<file path="config.mk">
export PLATFORM = sky130hd
export DESIGN_NAME = ccff_chain_loader
export DESIGN_NICKNAME = d
export VERILOG_FILES = /design/src/rtl/ccff_chain_loader.sv
export SDC_FILE = /design/constraint.sdc
export NUM_CORES = 1
export LEC_CHECK = 0
export CELL_PAD_IN_SITES_DETAIL_PLACEMENT = 0
export CELL_PAD_IN_SITES_GLOBAL_PLACEMENT = 1
export CORE_MARGIN = 8
export CORE_UTILIZATION = 37
export CTS_CLUSTER_SIZE = 40
export DETAILED_ROUTE_END_ITERATION = 10
export GPL_TIMING_DRIVEN = 0
export PLACE_DENSITY = 0.77
export SLEW_MARGIN = 10
export SYNTH_ARGS = -nofsm -noshare
export SYNTH_HDL_FRONTEND = slang
export SYNTH_SLANG_ARGS = --single-unit
</file>
<file path="constraint.sdc">
create_clock -name prog_clock -period 2.5 [get_ports prog_clock]
set_input_delay 0.5 -clock prog_clock [delete_from_list [all_inputs] [get_ports prog_clock]]
set_output_delay 0.5 -clock prog_clock [all_outputs]
set_load 0.02 [all_outputs]
</file>
<file path="src/rtl/ccff_chain_loader.sv">
// Serial configuration-chain driver: accepts bitstream words over valid/ready,
// shifts them MSB-first into the CCFF chain and stops after CHAIN_LEN bits.
module ccff_chain_loader #(
  parameter int unsigned WORD_W    = 8,
  parameter int unsigned CHAIN_LEN = 64,
  parameter int unsigned CNT_W     = 16
) (
  input  logic              prog_clock,
  input  logic              prog_reset,
  input  logic              start,
  input  logic [WORD_W-1:0] word_in,
  input  logic              word_valid,
  output logic              word_ready,
  output logic              ccff_head,
  output logic              config_enable,
  input  logic              ccff_tail,
  output logic              busy,
  output logic              done,
  output logic              parity,
  output logic [CNT_W-1:0]  bits_shifted,
  output logic              tail_marker
);

  localparam int unsigned    IDX_W   = (WORD_W > 1) ? $clog2(WORD_W) : 1;
  localparam logic [CNT_W-1:0] LEN   = CNT_W'(CHAIN_LEN);
  localparam logic [IDX_W-1:0] TOP_IDX = IDX_W'(WORD_W - 1);

  typedef enum logic [1:0] {
    S_IDLE  = 2'd0,
    S_FETCH = 2'd1,
    S_SHIFT = 2'd2,
    S_DONE  = 2'd3
  } state_e;

  state_e            state_q, state_d;
  logic [WORD_W-1:0] shreg_q, shreg_d;
  logic [IDX_W-1:0]  idx_q, idx_d;
  logic [CNT_W-1:0]  cnt_q, cnt_d;
  logic              head_q, head_d;
  logic              en_q, en_d;
  logic              busy_q, busy_d;
  logic              done_q, done_d;
  logic              par_q, par_d;
  logic              tail_q, tail_d;
  logic              cur_bit;
  logic [CNT_W-1:0]  cnt_inc;

  assign cur_bit = shreg_q[idx_q];
  assign cnt_inc = cnt_q + CNT_W'(1);

  // Handshake is open only while waiting for the next word.
  assign word_ready    = (state_q == S_FETCH);
  assign ccff_head     = head_q;
  assign config_enable = en_q;
  assign busy          = busy_q;
  assign done          = done_q;
  assign parity        = par_q;
  assign bits_shifted  = cnt_q;
  assign tail_marker   = tail_q;

  always_ff @(posedge prog_clock or posedge prog_reset) begin
    if (prog_reset) begin
      state_q <= S_IDLE;
      shreg_q <= '0;
      idx_q   <= '0;
      cnt_q   <= '0;
      head_q  <= 1'b0;
      en_q    <= 1'b0;
      busy_q  <= 1'b0;
      done_q  <= 1'b0;
      par_q   <= 1'b0;
      tail_q  <= 1'b0;
    end else begin
      state_q <= state_d;
      shreg_q <= shreg_d;
      idx_q   <= idx_d;
      cnt_q   <= cnt_d;
      head_q  <= head_d;
      en_q    <= en_d;
      busy_q  <= busy_d;
      done_q  <= done_d;
      par_q   <= par_d;
      tail_q  <= tail_d;
    end
  end

  // Chain shifts only in SHIFT; every other state drives enable and head low.
  always_comb begin
    state_d = state_q;
    shreg_d = shreg_q;
    idx_d   = idx_q;
    cnt_d   = cnt_q;
    head_d  = 1'b0;
    en_d    = 1'b0;
    busy_d  = 1'b0;
    done_d  = 1'b0;
    par_d   = par_q;
    tail_d  = tail_q;

    unique case (state_q)
      S_IDLE: begin
        if (start) begin
          state_d = S_FETCH;
          cnt_d   = '0;
          par_d   = 1'b0;
          busy_d  = 1'b1;
        end
      end
      S_FETCH: begin
        busy_d = 1'b1;
        if (word_valid) begin
          shreg_d = word_in;
          idx_d   = TOP_IDX;
          state_d = S_SHIFT;
        end
      end
      S_SHIFT: begin
        busy_d = 1'b1;
        head_d = cur_bit;
        en_d   = 1'b1;
        par_d  = par_q ^ cur_bit;
        cnt_d  = cnt_inc;
        // Chain full wins over word boundary: leftover bits are dropped.
        if (cnt_inc == LEN) begin
          state_d = S_DONE;
        end else if (idx_q == '0) begin
          state_d = S_FETCH;
        end else begin
          idx_d = idx_q - IDX_W'(1);
        end
      end
      S_DONE: begin
        done_d  = 1'b1;
        tail_d  = ccff_tail;
        state_d = S_IDLE;
      end
      default: state_d = S_IDLE;
    endcase
  end

endmodule
</file>
==> metrics.yaml, run 1 <==
status: "finished, final reports clean"
finalSetupViolCount: 0
leakagePower_nw: 1.12
cts_htree_levels: 2
firstDrtPassIters: 4
ios: 36
avgSynthCellArea_um2: 9.88
yosys.area.top_type_share_pct: 42.0
switchingPower_w: 0.000923
vias: 1718
r2r_cells: 10
antenna_found_initial: 0
yosysSeqAreaShare_pct: 42.0
worstHoldPathCells: 1
grt_pass1_wl_um: 8400
drc: 0
synth-seq-cells: 35
vias_per_cell: 5.21
vdd_drop_max_mv: 0.367
track_usage_pct: 12.0
cts.path.max_buffers: 2
r2r-start: "bits_shifted[0]"
place_congestion: 0.756
synth_area_leader_cell: "dfrtp_1"
tns_ns: 0
period_share_pct: 94.5
core.rowCount: 27
clock_skew_ns: 0.00369
async_flop_share_pct: 100
hpwl_um: 3440
yosys_warnings: 0
die_area_mm2: 0.00829
hold_viol_final: 0
fp.dieH_um: 91.1
wire_per_inst_um: 14.8
place_ws_ns: -0.148
switching_share_pct: 38.5
worstHoldPathType: "register to register"
maxSlewHeadroom_pct: 51.8
crit_arrival_ns: 2.54
synthFlopType: "dfrtp_1"
drive_gt1_share_pct: 17.8
n_fill_cell: 539
synth_cell_type_count: 52
endpoint_kind: "register"
r2r_slack_ns: 0.14
grt_pass1_vias: 1700
crit_fanout: 7
p_int_w: 0.00148
coreArea_mm2: 0.00547
max_freq_mhz: 423
rr_endpoint: "idx_q[0]"
cts_tree: "built"
slew_viol_final: 0
worst_slew_pin_slew_ns: 0.722
crit_type: "register to register"
power_frac_comb_pct: 46.0
min_from: "tail_marker"
cap_violations: 0
cp.required_ns: 2.68
synth_area_leaders: "dfrtp_1 42%, o21ai_0 5.0%, mux2_2 4.9%"
finalCriticalPeriod_ns: 2.36
overflow: 0
insertion_delay_ns: 0.28
grt_max_degree: 36
synth_edf_count: 0
path_clk_slew_ns: 0.07
root_buffer: "clkbuf_8"
cts_sinks: 35
drt_iter0_markers: 67
diodes: 0
areaGrowthSynthToFinish_pct: 29.4
startpoint: "bits_shifted[0]"
wl_um: 4900
initial_utilization_pct: 38.1
synth_cells: 211
seq_power_share_pct: 35.9
nNetsFinal: 277
power_per_cell_area_mw_per_mm2: 890
die_w_um: 91.1
io_buffers: 35
worstSetupStartpointType: "register"
power.total_w: 0.00240
min_to: "tail_marker"
fin_ws_ns: 0.137
rsz0062_at_grt: "false"
synth_area_mm2: 0.00208
cts_buffers: 5
clkPwrFrac_pct: 18.1
postRouteAntennaNets: 0
syn_nets: 231
[placed cells by master, fill, tap and decap left out, types with 3 or more instances in the layout]
| master | netlist | final |
|---|---|---|
| dfrtp_1 | 35 | 33 |
| and4_1 | 3 | 3 |
| inv_1 | 9 | 8 |
| mux2i_1 | 4 | 4 |
| nor3_1 | 4 | 4 |
| and2_1 | 3 | 3 |
| a31oi_1 | 3 | 3 |
| ha_1 | 7 | 6 |
| buf_4 | 1 | 4 |
| o21ai_0 | 21 | 20 |
| clkdlybuf4s50_1 | 0 | 35 |
| buf_6 | 4 | 5 |
| clkbuf_8 | 0 | 6 |
| nor2_1 | 11 | 11 |
| o31ai_1 | 5 | 5 |
| nand4_1 | 4 | 4 |
| nand3_1 | 12 | 12 |
| mux2_2 | 9 | 9 |
| nand2_1 | 21 | 21 |
| a21oi_1 | 8 | 8 |
| xor2_1 | 3 | 3 |
| xnor2_1 | 4 | 4 |
| clkbuf_1 | 4 | 5 |
[through the flow]
step / std cells / utilization (%) / cell area (um2) / hold slack (ns)
2_1_floorplan: 211 / - / 2090 / 0.474
3_3_place_gp: 318 / 46.2 / 2530 / 0.486
3_5_place_dp: 318 / 46.2 / 2530 / 0.490
4_1_cts: 327 / 48.1 / 2630 / 0.507
5_1_grt: 330 / 49.3 / 2700 / 0.530
6_report: 330 / 49.3 / 2700 / 0.506
[Yosys cell counts, drive strengths merged, types with 2 or more instances]
master / number
a211oi: 2
mux2: 9
and4: 3
or3: 2
clkbuf: 4
mux2i: 4
nor2: 11
a31oi: 3
inv: 9
mux4: 2
dfrtp: 35
o31ai: 5
xnor2: 4
buf: 7
nor3: 5
nor4: 3
o21ai: 22
nand3: 12
xor2: 3
nand2b: 2
a21oi: 9
nand4: 5
and3: 2
nand2: 22
ha: 7
and2: 3
[flip-flops by register name, summed over array words and instances, names as in the netlist]
name and flops:
ccff_head 1, tail_marker 1, config_enable 1, state_q 2, bits_shifted 16, busy 1, parity 1, done 1
idx_q 3, shreg_q 8
[worst max-delay path: stages (launching register included)]
cell     delay, ns
dfrtp_2       0.45
ha_4          0.19
and3_1        0.18
buf_6         0.14
nor3b_2       0.15
a31oi_1       0.06
or4_4         0.50
nor4_4        0.16
buf_6         0.17
o21ai_1       0.06
a31o_1        0.21
[worst max-delay path by stage]
stage / to / slack [ns] / cells after the start
2_1_floorplan: idx_q[0] / 0.01 / 9
3_3_place_gp: idx_q[0] / -0.12 / 9
3_5_place_dp: idx_q[0] / -0.15 / 9
4_1_cts: idx_q[0] / 0.007 / 9
5_1_grt: idx_q[0] / 0.004 / 9
6_report: idx_q[0] / 0.14 / 10
[layer usage]
layer / up-vias / track usage [%] / wire length [um]
met3: 4 / 3.21 / 240
met5: - / 0 / 0
li1: 867 / - / -
met2: 40 / 18.0 / 2150
met4: 0 / 4.91 / 48
met1: 807 / 16.0 / 2460
[logic make-up (layout without fill, tap and decap cells)]
family,count (synthesis),in the layout,share of synthesized area [%]
xor+xnor,7,7,2.94
mux,15,15,8.94
fa+ha+maj,7,7,4.20
buf+inv,20,67,5.34
simple gates,76,76,20.7
compound gates,51,51,15.8
flops,35,35,42.0
[what timing repair did]
action                     in CTS  in global routing
pin swaps                       1                  0
setup endpoints to repair       5                  5
resized for setup               1                  6
hold buffers                    0                  0
buffers inserted                1                  3
[layout make-up]
cell class,count,area [um2],area share [%]
Clock inverter,1,5.00,0.186
Sequential cell,35,878,32.6
Tap cell,72,90.1,3.34
Inverter,9,33.8,1.25
Clock buffer,7,86.3,3.20
Multi-Input combinational cell,156,1140,42.3
Buffer,11,77.6,2.88
Timing Repair Buffer,39,384,14.2
[power groups by stage]
stage	Combinational [W]	Clock [W]	Sequential [W]
4_1_cts	0.00108	0.000446	0.000868
2_1_floorplan	0.000685	0	0.000919
3_3_place_gp	0.00106	0	0.000875
6_report	0.00110	0.000434	0.000863
5_1_grt	0.00123	0.000464	0.000894
3_5_place_dp	0.00107	0	0.000878
Power figures use the tool's default switching activity.
==> run 2, diff against run 1 <==
SETUP_SLACK_MARGIN = 0.15   (was default)
==> run 2 against run 1 <==
Effect of this change:
- sequential share of layout area shrank 0.51 points
- first-iteration DRC count shrank 9.0%
- critical path depth is the same
- combinational power is essentially flat
- largest cell class unchanged
- register-to-register slack gained 0.03 ns
- via count shrank 1.3%
- clock skew grew 0.0066 ns
- worst setup slack gained 0.028 ns
==> metrics.yaml, run 2 (synthesized netlist as in run 1, its figures left out) <==
status: "finished, final reports clean"  # unchanged
dpl-instance-area_mm2: 0.00255  # was 0.00253 mm2
max_freq_mhz: 428  # was 423 MHz
nNetsFinal: 277  # unchanged
firstDrtPassIters: 4  # unchanged
rsz0062_at_grt: "true"  # was false
wire_per_inst_um: 14.6  # was 14.8 um
postRouteAntennaNets: 0  # unchanged
grt_max_degree: 36  # unchanged
root_buffer: "clkbuf_8"  # unchanged
antenna_found_initial: 0  # unchanged
cp_slowest_cell: "or4_4"  # unchanged
track_usage_pct: 12.0  # about the same
cts_buffers: 5  # unchanged
worstHoldPathType: "register to register"  # unchanged
cts.path.max_buffers: 2  # unchanged
layout_commonest_cell: "clkdlybuf4s50_1"  # unchanged
diodes: 0  # unchanged
cp_cell_sequence: "ha_4 -> and3_4 -> buf_6 -> nor3b_2 -> a31oi_1 -> or4_4 -> nor4_4 -> buf_6 -> o21ai_1 -> a31o_1"  # was ha_4 -> and3_1 -> buf_6 -> nor3b_2 -> a31oi_1 -> or4_4 -> nor4_4 -> buf_6 -> o21ai_1 -> a31o_1
grtUsageMet2_pct: 18.7  # was 18.0%
hold_buffers: 0  # unchanged
wl_um: 4820  # was 4900 um
leakagePower_nw: 1.14  # was 1.12 nW
startpoint: "bits_shifted[1]"  # was bits_shifted[0]
fin_ws_ns: 0.164  # was 0.137 ns
worst_slew_pin_slew_ns: 0.726  # was 0.722 ns
place_congestion: 0.809  # was 0.756
clock_skew_ns: 0.0103  # was 0.00369 ns
cts_sinks: 35  # unchanged
power_per_cell_area_mw_per_mm2: 915  # was 890 mW/mm2
layout_common_cells: "35 x clkdlybuf4s50_1, 33 x dfrtp_1, 21 x nand2_1"  # unchanged
top_usage_layer: "met2"  # unchanged
cap_violations: 0  # unchanged
io_buffers: 35  # unchanged
drt_iter0_markers: 61  # was 67
overflow: 0  # unchanged
path_clk_slew_ns: 0.08  # was 0.07 ns
r2r_cells: 10  # unchanged
areaGrowthSynthToFinish_pct: 31.4  # was 29.4%
hold_viol_final: 0  # unchanged
r2r-start: "bits_shifted[1]"  # was bits_shifted[0]
insertion_delay_ns: 0.29  # was 0.28 ns
vias_per_cell: 5.14  # was 5.21
fp.dieH_um: 91.1  # unchanged
drc: 0  # unchanged
die_w_um: 91.1  # unchanged
largest_reg_flops: 16  # unchanged
ios: 36  # unchanged
path_common_cell: "buf_6"  # unchanged
use_met1_pct: 15.4  # was 16.0%
finalCriticalPeriod_ns: 2.34  # was 2.36 ns
grt_pass1_wl_um: 8270  # was 8400 um
worstSetupStartpointType: "register"  # unchanged
crit_fanout: 7  # unchanged
coreArea_mm2: 0.00547  # unchanged
endpoint_kind: "register"  # unchanged
cts_tree: "built"  # unchanged
cts_htree_levels: 2  # unchanged
core.rowCount: 27  # unchanged
final_util_pct: 50.0  # was 49.3%
crit_type: "register to register"  # unchanged
hpwl_um: 3430  # was 3440 um
crit_path_end: "idx_q[0]"  # unchanged
period_share_pct: 93.4  # was 94.5%
finalSetupViolCount: 0  # unchanged
place_ws_ns: -0.0935  # was -0.148 ns
n_fill_cell: 542  # was 539
die_area_mm2: 0.00829  # unchanged
final_area_mm2: 0.00274  # was 0.00270 mm2
slowest_delay_ns: 0.53  # was 0.50 ns
cp.required_ns: 2.69  # was 2.68 ns
r2r_slack_ns: 0.16  # was 0.14 ns
vias: 1695  # was 1718
met3_usage_pct: 2.55  # was 3.21%
drive_gt1_share_pct: 19.4  # was 17.8%
vdd_drop_max_mv: 0.390  # was 0.367 mV
slew_viol_final: 0  # unchanged
maxSlewHeadroom_pct: 51.5  # was 51.8%
rr_endpoint: "idx_q[0]"  # unchanged
crit_arrival_ns: 2.52  # was 2.54 ns
initial_utilization_pct: 38.1  # unchanged
grt_pass1_vias: 1731  # was 1700
[run 2: cell count changes in the layout (fill, tap and decap cells not counted)]
cell and delta:
clkbuf_1 -2, and3_1 -1, and3_4 +1, bufinv_16 +1, clkbuf_2 +1, clkinv_2 -1
inv_6 +1, nor4_1 -1, nor4_2 +1
[run 2: power breakdown]
part	internal (W)	switching [W]	leakage (nW)	total, W
clock	0.000328	0.000218	0.0618	0.000546
combinational	0.000516	0.000594	0.634	0.00111
sequential	0.000732	0.000118	0.444	0.000850
[run 2: repair_timing]
item	CTS	global route
setup buffers	3	1
resized for setup	3	5
endpoints found under the setup margin	5	5
pin swaps	1	2
[run 2: per-layer routing]
layer,vias to the layer above,wire (um)
met5,-,0
met4,0,59
met3,4,198
met2,37,2150
met1,790,2410
li1,864,-
[run 2: worst min-delay path by stage]
stage                from    endpoint  slack (ns)  cells after the start
5_1_grt        shreg_q[2]  shreg_q[2]        0.52                      1
3_3_place_gp   shreg_q[1]  shreg_q[1]        0.48                      1
3_5_place_dp   shreg_q[2]  shreg_q[2]        0.49                      1
2_1_floorplan  shreg_q[2]  shreg_q[2]        0.47                      1
6_report       shreg_q[1]  shreg_q[1]        0.51                      1
4_1_cts        shreg_q[2]  shreg_q[2]        0.51                      1
[run 2: worst max-delay path: cells and delay by family, from the launching register on]
kind	cells	cell delay (ns)
DFF	1	0.43
adders and majority gates	1	0.18
buffers and inverters	2	0.30
and+or+nand+nor	4	1.00
AOI/OAI and AO/OA	3	0.32
[run 2: area by class of cell]
class / count / area (um2) / share of cell area (%)
Inverter: 9 / 33.8 / 1.23
Clock buffer: 6 / 82.6 / 3.02
Clock inverter: 2 / 38.8 / 1.42
Sequential cell: 35 / 878 / 32.1
Buffer: 11 / 78.8 / 2.88
Timing Repair Buffer: 39 / 384 / 14.0
Tap cell: 72 / 90.1 / 3.29
Multi-Input combinational cell: 156 / 1150 / 42.1
[run 2: through the flow]
step	hold slack, ns	instances	total power [W]	TNS, ns
2_1_floorplan	0.474	211	0.00161	0
6_report	0.509	330	0.00251	0
3_3_place_gp	0.484	318	0.00195	-0.232
5_1_grt	0.516	330	0.00271	0
3_5_place_dp	0.492	318	0.00196	-0.247
4_1_cts	0.512	329	0.00254	0
